<file path="config.mk">
export PLATFORM = sky130hd
export DESIGN_NAME = ps2_key_tracker
export DESIGN_NICKNAME = d
export VERILOG_FILES = /design/src/rtl/ps2_pkg.sv /design/src/rtl/ps2_frame_rx.sv /design/src/rtl/ps2_key_tracker.sv
export SDC_FILE = /design/constraint.sdc
export NUM_CORES = 1
export LEC_CHECK = 0
export ABC_AREA = 1
export BUFFER_PORTS_ARGS = -buffer_cell sky130_fd_sc_hd__buf_2
export CORE_UTILIZATION = 60
export DETAILED_ROUTE_END_ITERATION = 8
export PLACE_DENSITY = 0.81
export RECOVER_POWER = 100
export SLEW_MARGIN = 40
export SYNTH_ARGS = -nofsm -noshare
export SYNTH_HDL_FRONTEND = slang
export SYNTH_SLANG_ARGS = --single-unit
</file>
<file path="constraint.sdc">
create_clock -name clk -period 3.91 [get_ports clk]
set_input_delay 0.391 -clock clk [delete_from_list [all_inputs] [get_ports clk]]
set_output_delay 0.391 -clock clk [all_outputs]
set_load 0.05 [all_outputs]
</file>
<file path="src/rtl/ps2_pkg.sv">
// rtl/ps2_pkg.sv - shared PS/2 scan-code constants and state types
// Used by the PS/2 key tracker and by key_to_pitch.
package ps2_pkg;

  localparam logic [7:0] PS2_BREAK_CODE = 8'hF0;
  localparam logic [7:0] PS2_EXT_CODE   = 8'hE0;
  localparam logic [7:0] PS2_NO_KEY     = 8'h00;
  localparam int         PS2_DATA_BITS  = 8;

  typedef enum logic [1:0] {
    RX_IDLE,
    RX_DATA,
    RX_PARITY,
    RX_STOP
  } rx_state_t;

  typedef enum logic {
    DEC_MAKE,
    DEC_BREAK_PEND
  } dec_state_t;

endpackage

</file>
<file path="src/rtl/ps2_frame_rx.sv">
// rtl/ps2_frame_rx.sv - PS/2 synchronizer, edge detect, frame receiver and timeout
// Odd-parity checking is enabled by defining PS2_PARITY_CHECK_EN.
module ps2_frame_rx
  import ps2_pkg::*;
#(
  parameter int TIMEOUT_CYCLES = 50000
) (
  input  logic       clk,
  input  logic       reset,
  input  logic       ps2_clk,
  input  logic       ps2_data,
  output logic [7:0] rx_byte,
  output logic       byte_valid,
  output logic       err
);

  localparam int CW = $clog2(TIMEOUT_CYCLES + 1);
  localparam logic [2:0] LAST_BIT = 3'(PS2_DATA_BITS - 1);

  logic      clk_sync1_q, clk_sync1_d, clk_sync2_q, clk_sync2_d, clk_prev_q, clk_prev_d;
  logic      dat_sync1_q, dat_sync1_d, dat_sync2_q, dat_sync2_d;
  rx_state_t state_q, state_d;
  logic [2:0] bit_cnt_q, bit_cnt_d;
  logic [7:0] shift_q, shift_d;
  logic [CW-1:0] tmo_cnt_q, tmo_cnt_d;
  logic [7:0] rx_byte_q, rx_byte_d;
  logic       byte_valid_q, byte_valid_d;
  logic       err_q, err_d;
  logic       fall;
  logic       parity_ok;

  assign fall = clk_prev_q & ~clk_sync2_q;

`ifdef PS2_PARITY_CHECK_EN
  logic par_q, par_d;
  assign parity_ok = ^{shift_q, par_q};
`else
  assign parity_ok = 1'b1;
`endif

  always_comb begin
    clk_sync1_d  = ps2_clk;
    clk_sync2_d  = clk_sync1_q;
    clk_prev_d   = clk_sync2_q;
    dat_sync1_d  = ps2_data;
    dat_sync2_d  = dat_sync1_q;
    state_d      = state_q;
    bit_cnt_d    = bit_cnt_q;
    shift_d      = shift_q;
    tmo_cnt_d    = '0;
    rx_byte_d    = rx_byte_q;
    byte_valid_d = 1'b0;
    err_d        = 1'b0;
`ifdef PS2_PARITY_CHECK_EN
    par_d        = par_q;
`endif

    case (state_q)
      RX_IDLE: begin
        if (fall && !dat_sync2_q) begin
          state_d   = RX_DATA;
          bit_cnt_d = '0;
        end
      end
      RX_DATA: begin
        if (fall) begin
          shift_d   = {dat_sync2_q, shift_q[7:1]};
          bit_cnt_d = bit_cnt_q + 3'd1;
          if (bit_cnt_q == LAST_BIT) state_d = RX_PARITY;
        end
      end
      RX_PARITY: begin
        if (fall) begin
`ifdef PS2_PARITY_CHECK_EN
          par_d   = dat_sync2_q;
`endif
          state_d = RX_STOP;
        end
      end
      RX_STOP: begin
        if (fall) begin
          state_d = RX_IDLE;
          if (dat_sync2_q && parity_ok) begin
            rx_byte_d    = shift_q;
            byte_valid_d = 1'b1;
          end else begin
            err_d = 1'b1;
          end
        end
      end
      default: state_d = RX_IDLE;
    endcase

    // A falling edge restarts the count; reaching the limit abandons the partial frame.
    if (state_q != RX_IDLE && !fall) begin
      if (tmo_cnt_q == CW'(TIMEOUT_CYCLES - 1)) begin
        state_d = RX_IDLE;
        err_d   = 1'b1;
      end else begin
        tmo_cnt_d = tmo_cnt_q + CW'(1);
      end
    end
  end

  always_ff @(posedge clk or negedge reset) begin
    if (!reset) begin
      clk_sync1_q  <= 1'b1;
      clk_sync2_q  <= 1'b1;
      clk_prev_q   <= 1'b1;
      dat_sync1_q  <= 1'b1;
      dat_sync2_q  <= 1'b1;
      state_q      <= RX_IDLE;
      bit_cnt_q    <= '0;
      shift_q      <= '0;
      tmo_cnt_q    <= '0;
      rx_byte_q    <= '0;
      byte_valid_q <= 1'b0;
      err_q        <= 1'b0;
`ifdef PS2_PARITY_CHECK_EN
      par_q        <= 1'b0;
`endif
    end else begin
      clk_sync1_q  <= clk_sync1_d;
      clk_sync2_q  <= clk_sync2_d;
      clk_prev_q   <= clk_prev_d;
      dat_sync1_q  <= dat_sync1_d;
      dat_sync2_q  <= dat_sync2_d;
      state_q      <= state_d;
      bit_cnt_q    <= bit_cnt_d;
      shift_q      <= shift_d;
      tmo_cnt_q    <= tmo_cnt_d;
      rx_byte_q    <= rx_byte_d;
      byte_valid_q <= byte_valid_d;
      err_q        <= err_d;
`ifdef PS2_PARITY_CHECK_EN
      par_q        <= par_d;
`endif
    end
  end

  assign rx_byte    = rx_byte_q;
  assign byte_valid = byte_valid_q;
  assign err        = err_q;

endmodule

</file>
<file path="src/rtl/ps2_key_tracker.sv">
// rtl/ps2_key_tracker.sv - PS/2 make/break decoder tracking the last-pressed key
// Parity checking in the receiver is enabled by defining PS2_PARITY_CHECK_EN.
module ps2_key_tracker
  import ps2_pkg::*;
#(
  parameter int TIMEOUT_CYCLES = 50000
) (
  input  logic       clk,
  input  logic       reset,
  input  logic       ps2_clk,
  input  logic       ps2_data,
  output logic [7:0] ps2_code,
  output logic       code_valid,
  output logic       frame_err
);

  logic [7:0] rx_byte;
  logic       rx_valid;
  logic       rx_err;

  dec_state_t dec_q, dec_d;
  logic [7:0] code_q, code_d;
  logic       valid_q, valid_d;
  logic       err_q, err_d;

  ps2_frame_rx #(
    .TIMEOUT_CYCLES(TIMEOUT_CYCLES)
  ) u_rx (
    .clk       (clk),
    .reset     (reset),
    .ps2_clk   (ps2_clk),
    .ps2_data  (ps2_data),
    .rx_byte   (rx_byte),
    .byte_valid(rx_valid),
    .err       (rx_err)
  );

  // The receiver never flags a byte and an error together, so the outputs stay exclusive.
  always_comb begin
    dec_d   = dec_q;
    code_d  = code_q;
    valid_d = 1'b0;
    err_d   = rx_err;

    if (rx_valid && rx_byte != PS2_EXT_CODE) begin
      case (dec_q)
        DEC_MAKE: begin
          if (rx_byte == PS2_BREAK_CODE) begin
            dec_d = DEC_BREAK_PEND;
          end else begin
            code_d  = rx_byte;
            valid_d = 1'b1;
          end
        end
        DEC_BREAK_PEND: begin
          if (rx_byte == code_q) code_d = PS2_NO_KEY;
          dec_d = DEC_MAKE;
        end
        default: dec_d = DEC_MAKE;
      endcase
    end
  end

  always_ff @(posedge clk or negedge reset) begin
    if (!reset) begin
      dec_q   <= DEC_MAKE;
      code_q  <= PS2_NO_KEY;
      valid_q <= 1'b0;
      err_q   <= 1'b0;
    end else begin
      dec_q   <= dec_d;
      code_q  <= code_d;
      valid_q <= valid_d;
      err_q   <= err_d;
    end
  end

  assign ps2_code   = code_q;
  assign code_valid = valid_q;
  assign frame_err  = err_q;

endmodule

</file>
==> flow_results.org, run 1 <==
** Status
- The run finished with clean final reports.

** Yosys
- After synthesis, the share of flip-flops with an asynchronous set or reset is 100%.
- Prevailing post-synth register cell :: sky130_fd_sc_hd__dfrtp_1
- Post-Syn Instances :: 291
- In this run, distinct cell masters in the synthesized netlist total 30.
- After synthesis, the most frequently instantiated cells are sky130_fd_sc_hd__nand2_1, sky130_fd_sc_hd__dfrtp_1, sky130_fd_sc_hd__nor2_1.
- sky130_fd_sc_hd__nand2_1 is the most common cell in the netlist.
- The synthesized netlist occupies a cell area of 2540 sq um.
- Top cell type's share of synthesized area :: 49.3%
- The synthesized design contains 0 enable-type register cells.
- Average footprint of a synthesized cell :: 8.72 sq um
- Ranked by total cell area, the synthesized netlist is headed by sky130_fd_sc_hd__dfrtp_1, sky130_fd_sc_hd__nand2_1, sky130_fd_sc_hd__dfstp_2.
- Warnings, synthesis :: 0
- Sequential cells were found to cover 54.5% of the synthesized design area.
- Synth area leader :: sky130_fd_sc_hd__dfrtp_1
- Number of synthesized register bits :: 55
- Net count after synthesis :: 298

** Critical path
- Data on the critical path arrives at its endpoint at 2.42 ns.
- Crit end category :: flop
- At the worst endpoint, the required time is 4.06 ns.
- Of all nets on the critical path, the largest fanout is 8.
- Critical Path Source Type :: flop
- The worst setup path is of the reg -> reg kind.

** Route
- Met2 wirelength from detailed routing :: 1900 um
- Sum of met3 wire segment lengths after detailed routing :: 128 um
- The count of nets left with antenna violations once routing finished came out at 0.
- Using the TritonRoute via totals, the vias-per-cell ratio works out to 5.13.
- Final wirelength :: 4250 um
- After detailed routing, the average wire length per cell comes to 11.8 um.
- Top Metal Used :: met4
- After detailed routing, the number of remaining DRC violations is 0.
- For this block, the via count after detailed routing is 1,847.
- M1 WL :: 2150 um
- The first routing iteration left 92 violations.
- The first detailed-routing pass took 4 iterations.

** Timing
- After layout, the worst path uses 57.9% of the clock period.
- RSZ-0062 raised after global routing :: false
- Setup violations remaining at the end of the flow were counted as 0.
- Post-route setup TNS :: 0 ns
- Clock Skews :: 0.00500 ns
- Post-route worst hold slack :: 0.175 ns
- Final-report max-slew violation count :: 0
- Worst slew pin tran :: 0.997 ns
- Based on the critical path, the design can be clocked at up to 0.441 GHz.
- Number of hold violations in the final report :: 0
- Worst relative slew slack :: 32.8%
- Post-layout min period :: 2.27 ns

** Clocking
- In this run the deepest clock path goes through 2 buffers.
- After clock tree synthesis, the clock-pin slew on the worst setup and hold paths is 0.09 ns.
- Hold bufs inserted after CTS :: 0
- Number of buffers added by the clock tree synthesis step :: 5
- The clock drives 55 sinks.
- CTS tree :: yes
- Depth of the CTS H-tree :: 2
- Clock latency on the worst-skew pair, taken at its later pin, is 0.31 ns.
- Post-cts gate resize count :: 0
- The tree is rooted in a sky130_fd_sc_hd__clkbuf_8.
- Post-CTS timing repair inserted 0 buffers for setup.

** Pwr
- VDD sags by at most 369 uV.
- Cell Pwr Density :: 490 nW/um^2
- Summing internal, switching and leakage power gives 1.31 mW.
- Cell leakage power :: 1.28 nW

** GRT
- Entering global routing, the biggest net connects 56 pins.
- Global routing consumed, over all layers together, 21.4% of the routing resources.
- Global-route wire length before repair :: 7110 um
- The total overflow left after global routing is 0.
- Antenna violations before repair :: 0
- The via count of the first global-routing pass is 1,645.

** Finish
- The final layout contains 316 nets.
- The post-route netlist has 7.42% of its cells at a drive strength greater than 1.
- Registers take 1380 sq um.
- Compared with the post-synthesis result, the final layout area differs by 5.62%.
- The number of antenna diodes in the final layout is 0.
- Area of the multi-input gates :: 963 sq um
- Fill cell total of the finished layout :: 323

** Die
- The die covers 4500 sq um.
- Core area :: 4030 sq um
- Die X-Extent :: 67.0 um
- Pin placement for this block handled 14 I/O pins.
- For this configuration, the core starts out at a cell density of 63.0%.
- Row count :: 23
- Height of the die :: 67.0 um

** Placement
- Gp weighted congestion :: 0.838
- # port buffers :: 13
- Once detailed placement completed, the half-perimeter wirelength came to 2960 um.

** Run
- Max-cap violations in this run came to 0.

** Hold path
- The tightest min-delay check is of the in -> reg type.
==> cell usage in the layout (no fill, tap or decap), drive strengths merged, types with 3 or more instances in the layout <==
cell	instances
nand2	87
dfrtp	50
nor2	40
inv	34
o21ai	17
clkbuf	16
nand3	12
a21oi	11
nor3	7
xnor2	7
dfstp	5
xor2	4
buf	4
nand4	3
ha	3
==> cells by family after synthesis <==
family          Yosys count  share of synthesized area (%)
simple gates            154                           27.3
compound gates           30                           6.56
buf+inv                  37                           5.96
mux                       1                          0.444
fa+ha+maj                 3                           1.48
xor+xnor                 11                           3.79
flops                    55                           54.5
==> where the power goes <==
group,internal (mW),switching [mW]
Clock,0.126,0.177
Sequential,0.667,0.0778
Combinational,0.0995,0.167
Total,0.892,0.421
==> cell type report <==
type                       instances  area share (%)
clock buffer                       6            2.71
timing repair buffer              14            2.24
multi-input combinational        199            35.9
sequential                        55            51.6
tap                               50            2.33
clock inverter                     2           0.467
inverter                          34            4.76
==> flip-flops by register name, summed over array words and instances (netlist names), 2 cells and up <==
name / count
u_rx.state_q: 2
ps2_code: 8
u_rx.bit_cnt_q: 3
u_rx.rx_byte: 8
u_rx.tmo_cnt_q: 16
u_rx.shift_q: 8
==> per-layer routing <==
| layer | global-route usage (%) | vias up |
|---|---|---|
| li1 | - | 948 |
| met1 | 28.1 | 862 |
| met2 | 33.8 | 29 |
| met3 | 5.14 | 8 |
| met4 | 8.24 | 0 |
| met5 | 0 | - |
==> final timing paths <==
path                                   startpoint                 to  slack [ns]  cells after the start
min in group asynchronous                   reset         code_valid        0.20                      2
worst max register to register  u_rx.tmo_cnt_q[0]  u_rx.tmo_cnt_q[9]        1.64                      6
worst min-delay path                     ps2_data   u_rx.dat_sync1_q        0.18                      1
max in group asynchronous                   reset  u_rx.tmo_cnt_q[6]        3.27                      2
worst min register to register   u_rx.clk_sync1_q    u_rx.clk_prev_d        0.36                      0
worst max-delay path            u_rx.tmo_cnt_q[0]  u_rx.tmo_cnt_q[9]        1.64                      6
==> stage by stage <==
stage | setup slack (ns) | cell area [sq um] | instances | util [%]
after detailed placement | 2.35 | 2650 | 352 | 65.8
after CTS | 2.29 | 2740 | 360 | 67.9
after floorplan | 2.53 | 2540 | 291 | -
final | 1.64 | 2680 | 360 | 66.6
after global routing | 1.37 | 2680 | 360 | 66.6
after global placement | 2.38 | 2650 | 352 | 65.8
==> critical path, stage by stage (launching register included) <==
cell and delay (ns):
sky130_fd_sc_hd__dfrtp_1 0.38, sky130_fd_sc_hd__ha_1 0.17, sky130_fd_sc_hd__nand2_1 0.06, sky130_fd_sc_hd__nor2_1 0.33, sky130_fd_sc_hd__nand4_1 0.23, sky130_fd_sc_hd__o21ai_0 0.84
sky130_fd_sc_hd__nor3b_1 0.10
Note: power is estimated with default switching activity, not from simulation.
==> inputs of run 2 (changes only) <==
CORE_UTILIZATION = 54   (was 60)
PLACE_DENSITY = 0.77   (was 0.81)
clock period = 1.97 ns   (was 3.91 ns; I/O delays follow)
==> run 2 against run 1 <==
  * Largest power group unchanged
  * Cell count rose by 1.7%
  * Fmax up 44%
  * Worst setup slack lost 1.2 ns
  * Total power up 110%
  * The flow now finishes with violations (DRC)
  * Wire length is 1.2% lower
  * First-iteration DRC count is 18% higher
  * Clock-buffer cell count grew 1
  * Clock skew rose by 0.0052 ns
  * Combinational power is 100% higher
  * Non-clock buffer count grew 4
  * Critical path depth decreased by 1
==> flow_results.org, run 2 (synthesis gave the netlist of run 1 again) <==
** Status
- The flow ran to the end, but the final reports show violations.
- The checks that failed: DRC.

** Hold path
- For hold timing, the worst endpoint is u_rx.dat_sync2_q.
- Hold depth :: 0
- Class of the most critical hold timing path :: reg -> reg
- The startpoint identified for the worst hold timing path is u_rx.dat_sync1_q.

** GRT
- GRT Overall Usage :: 19.6%
- The initial antenna violation count was 0.
- Met3 global-route usage :: 4.70%
- Entering global routing, the biggest net connects 36 pins.
- Most used routing layer :: met2
- Remaining global-route overflow :: 0
- The via count of the first global-routing pass came to 1,741.
- Met1 layer usage reported by global route :: 27.3%
- Global-route wire length before repair :: 7600 um
- Met2 Resource Use GR :: 29.9%

** Finish
- Layout overhead on the synthesized area :: 8.92%
- Antenna diodes :: 0
- The register with the most flip-flops in the layout has 16 of them.
- The filler cells instantiated in the layout total 388.
- Layout net count :: 320
- Register bank with the most flops :: u_rx.tmo_cnt_q
- Commonest cells after routing, fill and taps aside :: sky130_fd_sc_hd__nand2_1, sky130_fd_sc_hd__dfrtp_1, sky130_fd_sc_hd__nor2_1
- In the final layout, flip-flops and latches occupy 1380 sq um.
- In the final layout, the multi-input gates occupy 977 sq um.
- Fraction of layout cells with a size suffix above 1 :: 9.24%
- Leaving out fill and tap cells, the most frequent cell in the layout is sky130_fd_sc_hd__nand2_1.
- After routing the design area is 2770 sq um.

** Pwr
- Reg power frac :: 54.7%
- Comb power frac :: 20.1%
- Sw Pwr :: 0.847 mW
- Cell-internal power :: 1.85 mW
- Clock share of power :: 25.3%
- Across the VDD grid, the largest voltage drop is 386 uV.
- Switching fraction of total power :: 31.4%
- Cell leakage power :: 1.31 nW
- For this design the ratio of total power to cell area is 976 nW/um^2.

** Timing
- Worst slew pin tran :: 1.16 ns
- Across all setup checks in the final design, the least slack found is 0.396 ns.
- In this run the tightest slew margin relative to its limit is 22.9%.
- Clock Skews :: 0.0102 ns
- RSZ-0062 raised after global routing :: false
- The clock period could shrink to 1.57 ns.
- Derived from the worst setup path, the maximum achievable clock frequency is 0.635 GHz.
- Period utilisation layout :: 79.9%
- Number of hold violations in the final report :: 0
- Post-route setup TNS :: 0 ns
- The final-report max-slew violation count is 0.
- Count of final setup violators :: 0

** Clocking
- Maximum clock path buffer count :: 2
- Number of buffers added by the clock tree synthesis step :: 5
- Depth of the CTS H-tree :: 2
- Clk_lat worst skew :: 0.31 ns
- TritonCTS built the clock tree.
- Counting every sink on the clock net gives 55.
- Library cell used as clock root buffer :: sky130_fd_sc_hd__clkbuf_8
- Post-CTS repair changed the size of 0 cells.
- Number of setup buffers added after CTS :: 0
- Clock-pin slew was measured on the worst setup and hold paths at 0.09 ns.
- After clock tree synthesis, the flow added hold-fix buffers numbering 3.

** Critical path
- In this run the critical register-to-register path is captured at u_rx.bit_cnt_q[1].
- For this design, the slowest cell found on the critical path is sky130_fd_sc_hd__dfstp_2.
- Critical Path Source Type :: flop
- Register-to-Register Setup Slack :: 0.40 ns
- Cell family contributing the most delay on the critical path :: flip-flops
- Maximum single-stage delay on the critical path :: 0.52 ns
- Together, buffers and inverters on the worst path number 1.
- In this run the critical register-to-register path is launched from u_rx.clk_prev_q.
- Max FO, Critical Path :: 16
- Data on the critical path arrives at its endpoint at 1.76 ns.
- For the worst setup path, the data required time is 2.15 ns.
- Cell-by-cell listing of the critical path :: inv_1 -> nor2_4 -> nand2_1 -> o21ai_0 -> o21ai_0
- Among the stages of the critical path, the cell type that occurs most often is sky130_fd_sc_hd__o21ai_0.
- Worst reg2reg path depth :: 5
- Kind of critical path :: reg -> reg
- Crit end category :: flop

** Die
- The die is 70.6 um tall.
- Core area :: 4440 sq um
- The floorplan has 24 rows.
- Total Die Area :: 4980 sq um
- Die X-Extent :: 70.6 um
- Initial cell density of the core :: 57.1%
- Top-level I/O count :: 14

** Placement
- Summing all placed instances gives a cell area of 2670 sq um.
- Summed over all nets, the half-perimeter wirelength after detailed placement is 3000 um.
- Gp weighted congestion :: 0.844
- Before CTS, the worst setup slack after placement is 0.461 ns.
- The count of buffers added on input and output ports is 13.

** Route
- In the routed design, unresolved DRC markers number 4.
- Final wirelength :: 4200 um
- Using the TritonRoute via totals, the vias-per-cell ratio works out to 5.08.
- In the final routed layout, each cell accounts on average for 11.5 um.
- Total number of vias :: 1,860
- After the first detailed-routing iteration, the DRC count stood at 109.
- The count of nets left with antenna violations once routing finished came out at 0.
- For this run, the detailed router's first-pass iteration total came to 6.

** Run
- Max-cap violations :: 0
==> run 2: changes by cell type in the layout (fill, tap and decap cells not counted), sizes merged <==
cell         previous run  this run
clkinv                  1         0
dlygate4sd3             0         3
clkbuf                 16        18
==> run 2: area by class of cell <==
cell class                      count  share of cell area [%]
Multi-Input combinational cell    199                    35.3
Clock buffer                        7                    3.48
Inverter                           34                    4.62
Clock inverter                      1                   0.271
Sequential cell                    55                    50.0
Timing Repair Buffer               18                    3.94
Tap cell                           52                    2.35
==> run 2: how the worst max path moves through the flow <==
stage	start	end	slack, ns	cells after the start
3_3_place_gp	u_rx.clk_prev_q	u_rx.bit_cnt_q[2]	0.51	5
6_report	u_rx.clk_prev_q	u_rx.bit_cnt_q[1]	0.40	5
3_5_place_dp	u_rx.tmo_cnt_q[0]	u_rx.tmo_cnt_q[9]	0.46	6
4_1_cts	u_rx.tmo_cnt_q[0]	u_rx.tmo_cnt_q[9]	0.45	6
5_1_grt	u_rx.clk_prev_q	u_rx.bit_cnt_q[0]	0.22	5
2_1_floorplan	ps2_code[0]	ps2_code[0]	0.59	8
==> run 2: metrics by stage <==
stage / total power [mW] / util [%] / std cells / hold slack, ns
global route: 2.88 / 62.2 / 366 / 0.363
detailed placement: 2.06 / 60.1 / 355 / 0.186
floorplan: 1.91 / - / 291 / -0.0986
CTS: 2.75 / 63.1 / 366 / 0.361
finish: 2.70 / 62.2 / 366 / 0.358
global placement: 2.03 / 60.1 / 355 / 0.180
==> run 2: worst reg2reg max path: cells and delay by family, from the launching register on <==
kind | cells | cell delay, ns
AOI/OAI and AO/OA | 2 | 0.38
buffers and inverters | 1 | 0.06
DFF | 1 | 0.52
and+or+nand+nor | 2 | 0.49
==> run 2: metal layers <==
layer / vias up / routed length, um
met5: - / 0
met4: 0 / 72
met3: 5 / 157
met2: 38 / 1840
met1: 865 / 2130
li1: 952 / -
==> run 2: power by group through the flow <==
stage | registers, mW | logic, mW | clock network [mW]
6_report | 1.48 | 0.542 | 0.682
3_5_place_dp | 1.50 | 0.561 | 0
5_1_grt | 1.50 | 0.645 | 0.733
3_3_place_gp | 1.49 | 0.537 | 0
4_1_cts | 1.48 | 0.568 | 0.702
2_1_floorplan | 1.46 | 0.446 | 0
